File: src/rtl/virtio_pkg.sv
// Shared types and constants for the virtio memory-side blocks.
// Latency: n/a (declarations only).
// Backpressure: n/a.
package virtio_pkg;

    // virtio_mem_bridge transaction sequencer states
    typedef enum logic [2:0] {
        IDLE,
        RD_ADDR,
        RD_DATA,
        WR_REQ,
        WR_RESP,
        DONE
    } mem_bridge_state_t;

    localparam logic       MEM_MODE_READ    = 1'b0;
    localparam logic       MEM_MODE_WRITE   = 1'b1;
    localparam logic [1:0] AXI_RESP_OKAY    = 2'b00;
    localparam logic [2:0] AXI_PROT_DEFAULT = 3'b000;

endpackage

File: src/rtl/virtio_mem_bridge.sv
// Bridges virtio's single-outstanding pulse memory port to an AXI4-Lite master.
// Latency: request at N, completion pulse at N+3 with a zero-wait slave; +1 per wait cycle.
// Backpressure: none upstream; pulses arriving while busy are dropped and flagged sticky in mem_overrun.
//
// Ports:
//   clk, rstn                      clock, async active-low reset
//   mem_request_enable/mode/addr/wdata/wstrb   request pulse and payload from virtio
//   mem_response_enable/data/error completion pulse, read data (0 for writes), non-OKAY flag
//   mem_busy, mem_overrun          transaction in flight, sticky dropped-request flag
//   axi_ar*/r*/aw*/w*/b*           AXI4-Lite master channels
module virtio_mem_bridge
    import virtio_pkg::*;
#(
    parameter int ADDR_WIDTH = 32
) (
    input  logic                  clk,
    input  logic                  rstn,

    input  logic                  mem_request_enable,
    input  logic                  mem_mode,
    input  logic [31:0]           mem_addr,
    input  logic [31:0]           mem_wdata,
    input  logic [3:0]            mem_wstrb,
    output logic                  mem_response_enable,
    output logic [31:0]           mem_data,
    output logic                  mem_busy,
    output logic                  mem_error,
    output logic                  mem_overrun,

    output logic [ADDR_WIDTH-1:0] axi_araddr,
    output logic                  axi_arvalid,
    input  logic                  axi_arready,
    output logic [2:0]            axi_arprot,
    input  logic [31:0]           axi_rdata,
    input  logic [1:0]            axi_rresp,
    input  logic                  axi_rvalid,
    output logic                  axi_rready,

    output logic [ADDR_WIDTH-1:0] axi_awaddr,
    output logic                  axi_awvalid,
    input  logic                  axi_awready,
    output logic [2:0]            axi_awprot,
    output logic [31:0]           axi_wdata,
    output logic [3:0]            axi_wstrb,
    output logic                  axi_wvalid,
    input  logic                  axi_wready,
    input  logic [1:0]            axi_bresp,
    input  logic                  axi_bvalid,
    output logic                  axi_bready
);

    mem_bridge_state_t     state, state_n;
    logic                  aw_done, aw_done_n;
    logic                  w_done, w_done_n;
    logic [ADDR_WIDTH-1:0] addr_in, addr_q;
    logic [31:0]           wdata_q;
    logic [3:0]            wstrb_q;
    logic [31:0]           data_q;
    logic                  err_q;
    logic                  overrun_q;
    logic                  accept;

    // Fit the 32-bit byte address to the AXI address width.
    generate
        if (ADDR_WIDTH > 32) begin : g_addr_ext
            assign addr_in = {{(ADDR_WIDTH-32){1'b0}}, mem_addr};
        end else if (ADDR_WIDTH == 32) begin : g_addr_eq
            assign addr_in = mem_addr;
        end else begin : g_addr_trunc
            assign addr_in = mem_addr[ADDR_WIDTH-1:0];
        end
    endgenerate

    assign accept = mem_request_enable && (state == IDLE);

    // Every valid/ready is a decode of flops only, so no AXI input reaches an AXI output.
    assign axi_araddr          = addr_q;
    assign axi_awaddr          = addr_q;
    assign axi_wdata           = wdata_q;
    assign axi_wstrb           = wstrb_q;
    assign axi_arprot          = AXI_PROT_DEFAULT;
    assign axi_awprot          = AXI_PROT_DEFAULT;
    assign axi_arvalid         = (state == RD_ADDR);
    assign axi_rready          = (state == RD_DATA);
    assign axi_awvalid         = (state == WR_REQ) && !aw_done;
    assign axi_wvalid          = (state == WR_REQ) && !w_done;
    assign axi_bready          = (state == WR_RESP);
    assign mem_response_enable = (state == DONE);
    assign mem_busy            = (state != IDLE);
    assign mem_data            = data_q;
    assign mem_error           = err_q;
    assign mem_overrun         = overrun_q;

    always_comb begin
        state_n   = state;
        aw_done_n = aw_done;
        w_done_n  = w_done;
        case (state)
            IDLE: begin
                if (mem_request_enable) begin
                    state_n   = (mem_mode == MEM_MODE_WRITE) ? WR_REQ : RD_ADDR;
                    aw_done_n = 1'b0;
                    w_done_n  = 1'b0;
                end
            end
            RD_ADDR: if (axi_arready) state_n = RD_DATA;
            RD_DATA: if (axi_rvalid)  state_n = DONE;
            WR_REQ: begin
                // AW and W complete independently; move on once both have handshaken.
                aw_done_n = aw_done || (axi_awvalid && axi_awready);
                w_done_n  = w_done  || (axi_wvalid  && axi_wready);
                if (aw_done_n && w_done_n) state_n = WR_RESP;
            end
            WR_RESP: if (axi_bvalid) state_n = DONE;
            DONE:    state_n = IDLE;
            default: state_n = IDLE;
        endcase
    end

    always_ff @(posedge clk or negedge rstn) begin
        if (!rstn) begin
            state     <= IDLE;
            aw_done   <= 1'b0;
            w_done    <= 1'b0;
            addr_q    <= '0;
            wdata_q   <= '0;
            wstrb_q   <= '0;
            data_q    <= '0;
            err_q     <= 1'b0;
            overrun_q <= 1'b0;
        end else begin
            state   <= state_n;
            aw_done <= aw_done_n;
            w_done  <= w_done_n;
            if (accept) begin
                addr_q  <= addr_in;
                wdata_q <= mem_wdata;
                wstrb_q <= mem_wstrb;
            end
            if (mem_request_enable && (state != IDLE)) begin
                overrun_q <= 1'b1;
            end
            // Error flag lives only in DONE so it coincides with the response pulse.
            err_q <= 1'b0;
            if ((state == RD_DATA) && axi_rvalid) begin
                data_q <= axi_rdata;
                err_q  <= (axi_rresp != AXI_RESP_OKAY);
            end
            if ((state == WR_RESP) && axi_bvalid) begin
                data_q <= '0;
                err_q  <= (axi_bresp != AXI_RESP_OKAY);
            end
        end
    end

endmodule
File: config.mk
export PLATFORM = sky130hd
export DESIGN_NAME = virtio_mem_bridge
export DESIGN_NICKNAME = d
export VERILOG_FILES = /design/src/rtl/virtio_pkg.sv /design/src/rtl/virtio_mem_bridge.sv
export SDC_FILE = /design/constraint.sdc
export NUM_CORES = 1
export LEC_CHECK = 0
export CAP_MARGIN = 20
export CORE_ASPECT_RATIO = 1.5
export CORE_MARGIN = 2
export CORE_UTILIZATION = 38
export CTS_CLUSTER_DIAMETER = 100
export DETAILED_ROUTE_END_ITERATION = 10
export PLACE_DENSITY = 0.92
export SYNTH_ARGS = -nofsm -noshare
export SYNTH_HDL_FRONTEND = slang
export SYNTH_SLANG_ARGS = --single-unit
File: constraint.sdc
create_clock -name clk -period 2.2 [get_ports clk]
set_clock_uncertainty 0.2 [all_clocks]
set_input_delay 0.33 -clock clk [delete_from_list [all_inputs] [get_ports clk]]
set_output_delay 0.33 -clock clk [all_outputs]
set_load 0.01 [all_outputs]
**Word level (Yosys, flattened, before mapping)**

Index checks and enable logic that the tools add are counted.

- Word-level logic and storage cells: 54
- Register bits after elaboration: 107
- Output and inout bits: 147
- Bits of input ports: 113

- Reduce and logical (&&, ||, !) cells: 21
- Equality and inequality tests: 10
- Multiplexer cells: 14

Operators with widths:

| kind | number |
|---|---|
| 32-bit two-way mux | 2 |
| 3-bit two-way mux | 5 |
| 3-bit one-hot mux with 5 select lines | 1 |
| 1-bit logical AND | 9 |
| 2-bit nonzero test | 4 |
| 3-bit by 2-bit equality test with 1-bit output, second input constant | 2 |
| 3-bit equality test, second input constant | 2 |
| 2-bit != test, second input constant | 3 |
| 5-bit AND reduction | 1 |
| 2-bit by 1-bit != test with 1-bit output, second input constant | 2 |
| 1-bit one-hot mux with 2 select lines | 2 |
| 3-bit by 1-bit equality test with 1-bit output, second input constant | 1 |
| 3-bit zero test | 1 |
| 1-bit two-way mux | 3 |
| 3-bit nonzero test | 1 |
| 1-bit zero test | 2 |
| 1-bit logical OR | 2 |
| 2-bit two-way mux | 1 |
| 2-bit AND reduction | 1 |

**Logic depth before layout (Yosys ltp)**

Gate-level depths: netlist (run 1).

- Word-level depth: 7
- Mapped depth: 5

**Least setup slack after synthesis (run 1)**

No wires, ideal clock.

- Path type: register to register
- Start: register state[2]
- End: register wdata_q[10], in the netlist axi_wdata[10]
- Stages on the path, launching flop included: 6
- Clock period less this slack: 1.750 ns
- Required time: 1.873 ns
- Arrival time: 1.422 ns
- Setup slack: 0.450 ns
- Setup time: 0.127 ns
- Path through: dfrtp_1 -> nand2b_1 -> nor3_4 -> buf_4 -> buf_6 -> mux2_1

- Word-level cells in the longest chain between the ends: 2

Ends and longest elaborated chain:

| item | RTL line | source |
|---|---|---|
| from (decl) | virtio_mem_bridge.sv:52 | `mem_bridge_state_t state, state_n;` |
| from (signal assigned) | virtio_mem_bridge.sv:132 | `state <= state_n;` |
| 3-bit zero test | virtio_mem_bridge.sv:74 | `assign accept = mem_request_enable && (state == IDLE);` |
| 1-bit logical AND | virtio_mem_bridge.sv:74 |  |
| to (signal assigned) | virtio_mem_bridge.sv:137 | `wdata_q <= mem_wdata;` |
| to (decl) | virtio_mem_bridge.sv:56 | `logic [31:0] wdata_q;` |

Every way passes these cells.
A chain may end at the register's enable or synchronous reset.

**Final worst setup path (run 1)**

- Start: register state[0]
- End: output mem_busy

- Word-level cells in the longest chain between the ends: 1

Ends and longest elaborated chain:

| item | RTL line | source |
|---|---|---|
| 3-bit nonzero test | virtio_mem_bridge.sv:89 | `assign mem_busy = (state != IDLE);` |
| to (decl) | virtio_mem_bridge.sv:26 | `output logic mem_busy,` |

Every way passes these cells.

==> impl_metrics.ini, run 1 <==
[run_status]
status = finished clean

[global_routing]
grt-ovfl-total = 0
antenna_found_initial = 0
grt_use_total = 0.1932
grt_max_degree = 56
grt_pass1_vias = 3664
grt_pass1_wl_mm = 18.77

[sta]
finalCriticalPeriod_ps = 2025
fin_setup_tns_ps = 0
whs_ps = 285.2
rsz0062_at_grt = no
setup_slack_ps = 175.3
hold_viol = 0
fmax_ghz = 0.4939
fin_crit_sh = 0.9203
drv_slew = 0
finalSetupViolations = 0

[routing]
via_count = 3276
first_pass_iters = 4
post_drt_wl_per_cell_um = 17.44
drtAntennaViolNets = 0
drtIter0Drc = 61
dr.max_layer_used = met4
met1_length_mm = 4.166
drc = 0
wl_met2_mm = 6.785
wirelength_mm = 11.95
via_per_inst = 4.782
route.met3.wl_um = 761

[placed_design]
place_inst = 668
place_area_um2 = 6870
place_congestion = 0.8456
hpwlAfterDp_mm = 9.306
place_ws_ps = -27.15
port_buffers = 253

[clock_network]
cts_root_buf = clkbuf_16
numCtsBuffers = 9
htree_levels = 3
clk_path_buf_depth = 2
cts_tree = built
clkTransAtPathRegs_ps = 70
clk-insertion-delay-late_ps = 330
numClockSinks = 107

[critical_path]
arrival_ps = 1490
cpMaxStageDelayCell = dfrtp_2
critical_path_buf_inv_count = 1
cp_max_fo = 8
crit_chain = or3_1 > dlygate4sd2_1
regToRegStartpoint = state[2]$_DFFE_PN0P_
start_kind = register
worst_setup_path_end_kind = primary output
required_ps = 1670
cp.depth = 2
crit_path_end = mem_busy
path_class = register to primary output
crit_family = flip-flops
r2r_end = axi_araddr[11]$_DFFE_PN0P_
r2r_slack_ps = 290
rr_worst_depth = 4
critPathMaxStageDelay_ps = 460
critPathLaunch = state[0]$_DFFE_PN0P_

[die]
die_h_um = 135.3
rows = 48
die_x_um = 91.54
ios = 260
initial_core_util = 0.3848
core-area_um2 = 11350
dieArea_um2 = 12390

[layout]
diodes = 0
multi_input_area_um2 = 1328
fill_cells = 840
final_cell_area_um2 = 7179
drive_above_1_share = 0.1533
fin_nets = 644
fin_util = 0.6325
regArea_um2 = 2681
final_common_cell = clkdlybuf4s50_1
instances_no_fill = 685
area_delta_synth_final_pct = 64.37
final_cell_mix = clkdlybuf4s50_1, dfrtp_1, mux2_2, a22o_1, mux2_1

[power]
p_leak_nw = 3.067
vdd_drop_max_mv = 0.6728
p_total_mw = 10.25
power_density_nw_per_um2 = 1428

[logic_synthesis]
yosysWarnings = 0
syn_avg_cell_area_um2 = 14.42
syn-cell-area_um2 = 4368
synth_seq_cells = 107
synthCells = 303
synth-seq-area-share = 0.6130
netlist-cell-type-count = 33

[hold_path]
hold_class = input pin to async pin

[run]
max-cap-violations = 0
[synth_stat cells]
cell	instances	share of area
a2111oi_0	1	0.0020
a211o_1	1	0.0020
a21o_1	1	0.0017
a21oi_1	3	0.0034
a22o_1	32	0.064
a31oi_1	1	0.0014
a31oi_2	1	0.0029
and2_1	2	0.0029
and3_1	1	0.0014
buf_1	1	0.00086
buf_2	8	0.0092
buf_4	42	0.072
buf_6	2	0.0052
clkbuf_1	2	0.0017
conb_1	1	0.00086
dfrtp_1	107	0.61
inv_1	2	0.0017
mux2_1	20	0.052
mux2_2	48	0.12
nand2_1	4	0.0034
nand2b_1	2	0.0029
nor2_1	3	0.0026
nor2b_1	2	0.0029
nor3_1	2	0.0023
nor3_4	1	0.0037
nor4bb_1	1	0.0023
o2111ai_1	1	0.0020
o211ai_1	1	0.0017
o21ai_0	5	0.0057
o221a_2	1	0.0026
o22ai_1	2	0.0029
o31ai_1	1	0.0017
or3_1	1	0.0014
[where the power goes]
group          switching [mW]  total [mW]  internal, mW  leakage, nW
Sequential              0.652        3.56          2.91         1.29
Combinational            1.93        5.14          3.21         1.65
Clock                   0.671        1.55         0.877        0.128
[area by class of cell]
| type | count | area share |
|---|---|---|
| clock buffer | 11 | 0.03242 |
| clock inverter | 4 | 0.007320 |
| timing repair buffer | 267 | 0.3747 |
| multi-input combinational | 144 | 0.1849 |
| tap | 150 | 0.02614 |
| inverter | 2 | 0.001046 |
| sequential | 107 | 0.3735 |
[state kept, by name, indices dropped and copies added (netlist names)]
| register | count |
|---|---|
| axi_wdata | 32 |
| axi_araddr | 32 |
| axi_wstrb | 4 |
| mem_error | 1 |
| w_done | 1 |
| state | 3 |
| aw_done | 1 |
| mem_overrun | 1 |
| mem_data | 32 |
[cell families (layout without fill, tap and decap cells)]
kind of cell / Yosys count / count (layout) / synth area share
compound gates: 51 / 51 / 0.09424
buf+inv: 57 / 284 / 0.09080
flops: 107 / 107 / 0.6130
mux: 68 / 68 / 0.1753
other cells: 1 / 6 / 0.0008585
simple gates: 19 / 19 / 0.02578
[worst min-delay path by stage]
| stage | cells after the start | start | slack [ps] | end |
|---|---|---|---|---|
| 2_1_floorplan | 0 | rstn | -170 | aw_done$_DFFE_PN0P_ |
| 3_3_place_gp | 1 | rstn | 110 | axi_wstrb[3]$_DFFE_PN0P_ |
| 3_5_place_dp | 1 | rstn | 110 | axi_wstrb[3]$_DFFE_PN0P_ |
| 4_1_cts | 2 | rstn | 290 | axi_araddr[18]$_DFFE_PN0P_ |
| 5_1_grt | 1 | axi_wdata[6]$_DFFE_PN0P_ | 300 | axi_wdata[6]$_DFFE_PN0P_ |
| 6_report | 2 | rstn | 290 | axi_araddr[18]$_DFFE_PN0P_ |
[repair_timing]
action | CTS | global route
endpoints found under the hold margin | 34 | 0
endpoints found under the setup margin | 7 | 3
buffers inserted | 1 | 0
gates resized for setup | 7 | 3
hold buffers | 1 | 0
[worst reg2reg max path, stage by stage (launching register included)]
cell and delay (ps):
dfrtp_2 470, nand2b_1 230, nor3_4 270, buf_12 260, mux2_2 380
[routing by layer]
layer  global-route usage  vias up
met3              0.04897       18
met4              0.06987        0
met1               0.2068     1606
met5                    0        -
li1                     -     1491
met2               0.3627      161
Power figures use the tool's default switching activity.
==> inputs of run 2 (changes only) <==
--- a/config.mk
+++ b/config.mk
@@ -11,7 +11,8 @@
 export CORE_UTILIZATION = 38
 export CTS_CLUSTER_DIAMETER = 100
 export DETAILED_ROUTE_END_ITERATION = 10
-export PLACE_DENSITY = 0.92
+export DONT_BUFFER_PORTS = 1
+export PLACE_DENSITY = 0.63
 export SYNTH_ARGS = -nofsm -noshare
 export SYNTH_HDL_FRONTEND = slang
 export SYNTH_SLANG_ARGS = --single-unit
==> constraint.sdc (replaced) <==
create_clock -name clk -period 2.1 [get_ports clk]
set_clock_uncertainty 0.2 [all_clocks]
set_input_delay 0.315 -clock clk [delete_from_list [all_inputs] [get_ports clk]]
set_output_delay 0.315 -clock clk [all_outputs]
set_load 0.01 [all_outputs]
==> run 2 against run 1 <==
The flow now stops in clock tree synthesis (4_1_cts). Synthesized area stayed put. Synthesized cell count unchanged.
==> impl_metrics.ini, run 2 <==
[logic_synthesis]
ys_top_cells_by_area = dfrtp_1, mux2_2, buf_4
async_flop_share = 1.000
synthXorXnorAreaFrac = 0
synthCells = 303
yosysTopAreaCell = dfrtp_1
synth_compound_area_frac = 0.09424
netlist-cell-type-count = 33
synth_top_family_by_area = multiplexers
yosys.area_share.adder = 0
yosysWarnings = 0
synthTopCellsByCount = dfrtp_1, mux2_2, buf_4
synth_simple_gate_area_share = 0.02578
synth_enable_flop_cells = 0
synthMuxAreaShare = 0.1753
ys.flop_type = dfrtp_1
synth_top_area_frac = 0.6130
synth.most_common_cell = dfrtp_1
synth-seq-area-share = 0.6130
syn-cell-area_um2 = 4368
synth_seq_cells = 107
syn_avg_cell_area_um2 = 14.42

[placed_design]
place_inst = 411
place_area_um2 = 4285
port_buffers = 0
hpwlAfterDp_mm = 6.351
place_congestion = 0.7183

[run_status]
stop_error = [ERROR RSZ-0060] Max buffer count reached.
stop_stage = clock tree synthesis (4_1_cts)
status = did not finish

[die]
rows = 48
ios = 260
initial_core_util = 0.3848
die_h_um = 135.3
die_x_um = 91.54

[clock_network]
hold_buffers = 101
numCtsBuffers = 9
cts_root_buf = clkbuf_16
cts_resized = 0
clk_path_buf_depth = 2
numClockSinks = 107
htree_levels = 3
post-cts-setup-buffers = 0
==> run 2: logic make-up after synthesis <==
| kind of cell | after synthesis |
|---|---|
| DFF | 107 |
| buffers and inverters | 57 |
| muxes | 68 |
| other | 1 |
| and+or+nand+nor | 19 |
| AOI/OAI and AO/OA | 51 |
==> run 2: per-stage QoR <==
stage | utilization | worst slack (ps)
after floorplan | - | 350.3
after detailed placement | 0.3775 | 251.1
after global placement | 0.3775 | 282.6
==> inputs of run 3 (changes only) <==
--- a/config.mk
+++ b/config.mk
@@ -6,13 +6,11 @@
 export NUM_CORES = 1
 export LEC_CHECK = 0
 export CAP_MARGIN = 20
-export CORE_ASPECT_RATIO = 1.5
 export CORE_MARGIN = 2
-export CORE_UTILIZATION = 38
-export CTS_CLUSTER_DIAMETER = 100
+export CORE_UTILIZATION = 23
 export DETAILED_ROUTE_END_ITERATION = 10
 export DONT_BUFFER_PORTS = 1
-export PLACE_DENSITY = 0.63
+export PLACE_DENSITY_LB_ADDON = 0.15
 export SYNTH_ARGS = -nofsm -noshare
 export SYNTH_HDL_FRONTEND = slang
 export SYNTH_SLANG_ARGS = --single-unit
==> run 3 against run 2 <==
The run again fails in clock tree synthesis (4_1_cts). Synthesized cell count did not move. Synthesized area unchanged.
==> impl_metrics.ini, run 3 <==
[logic_synthesis]
ys_top_cells_by_area = dfrtp_1, mux2_2, buf_4
netlist-cell-type-count = 33
synthXorXnorAreaFrac = 0
synth_compound_area_frac = 0.09424
syn_avg_cell_area_um2 = 14.42
synthTopCellsByCount = dfrtp_1, mux2_2, buf_4
synth_top_family_by_area = multiplexers
synthMuxAreaShare = 0.1753
yosysWarnings = 0
ys.flop_type = dfrtp_1
synth_seq_cells = 107
yosys.area_share.adder = 0
syn-cell-area_um2 = 4368
synth_top_area_frac = 0.6130
synth.most_common_cell = dfrtp_1
synth_simple_gate_area_share = 0.02578
yosysTopAreaCell = dfrtp_1
async_flop_share = 1.000
synth_enable_flop_cells = 0
synth-seq-area-share = 0.6130
synthCells = 303

[run_status]
stop_error = [ERROR RSZ-0060] Max buffer count reached.
status = did not finish
stop_stage = clock tree synthesis (4_1_cts)

[clock_network]
cts_root_buf = clkbuf_16
clk_path_buf_depth = 2
htree_levels = 3
hold_buffers = 104
numCtsBuffers = 9
post-cts-setup-buffers = 0
cts_resized = 0
numClockSinks = 107

[placed_design]
place_congestion = 0.6702
port_buffers = 0
hpwlAfterDp_mm = 7.170

[die]
die_h_um = 141.8
initial_core_util = 0.2343
rows = 50
die_x_um = 141.8
ios = 260
==> run 3: cell counts after synthesis <==
Identical to the previous run, type by type.
==> run 3: cells by family after synthesis <==
kind of cell / count (synthesis)
other cells: 1
simple gates: 19
flops: 107
mux: 68
compound gates: 51
buf+inv: 57
==> run 3: stage by stage <==
stage	cells	hold WS, ps	cell area [um^2]	utilization	setup WS, ps
detailed placement	502	-178.1	4464	0.2395	250.8
global placement	502	-177.9	4464	0.2395	291.8
floorplan	308	-180.6	4387	-	350.3
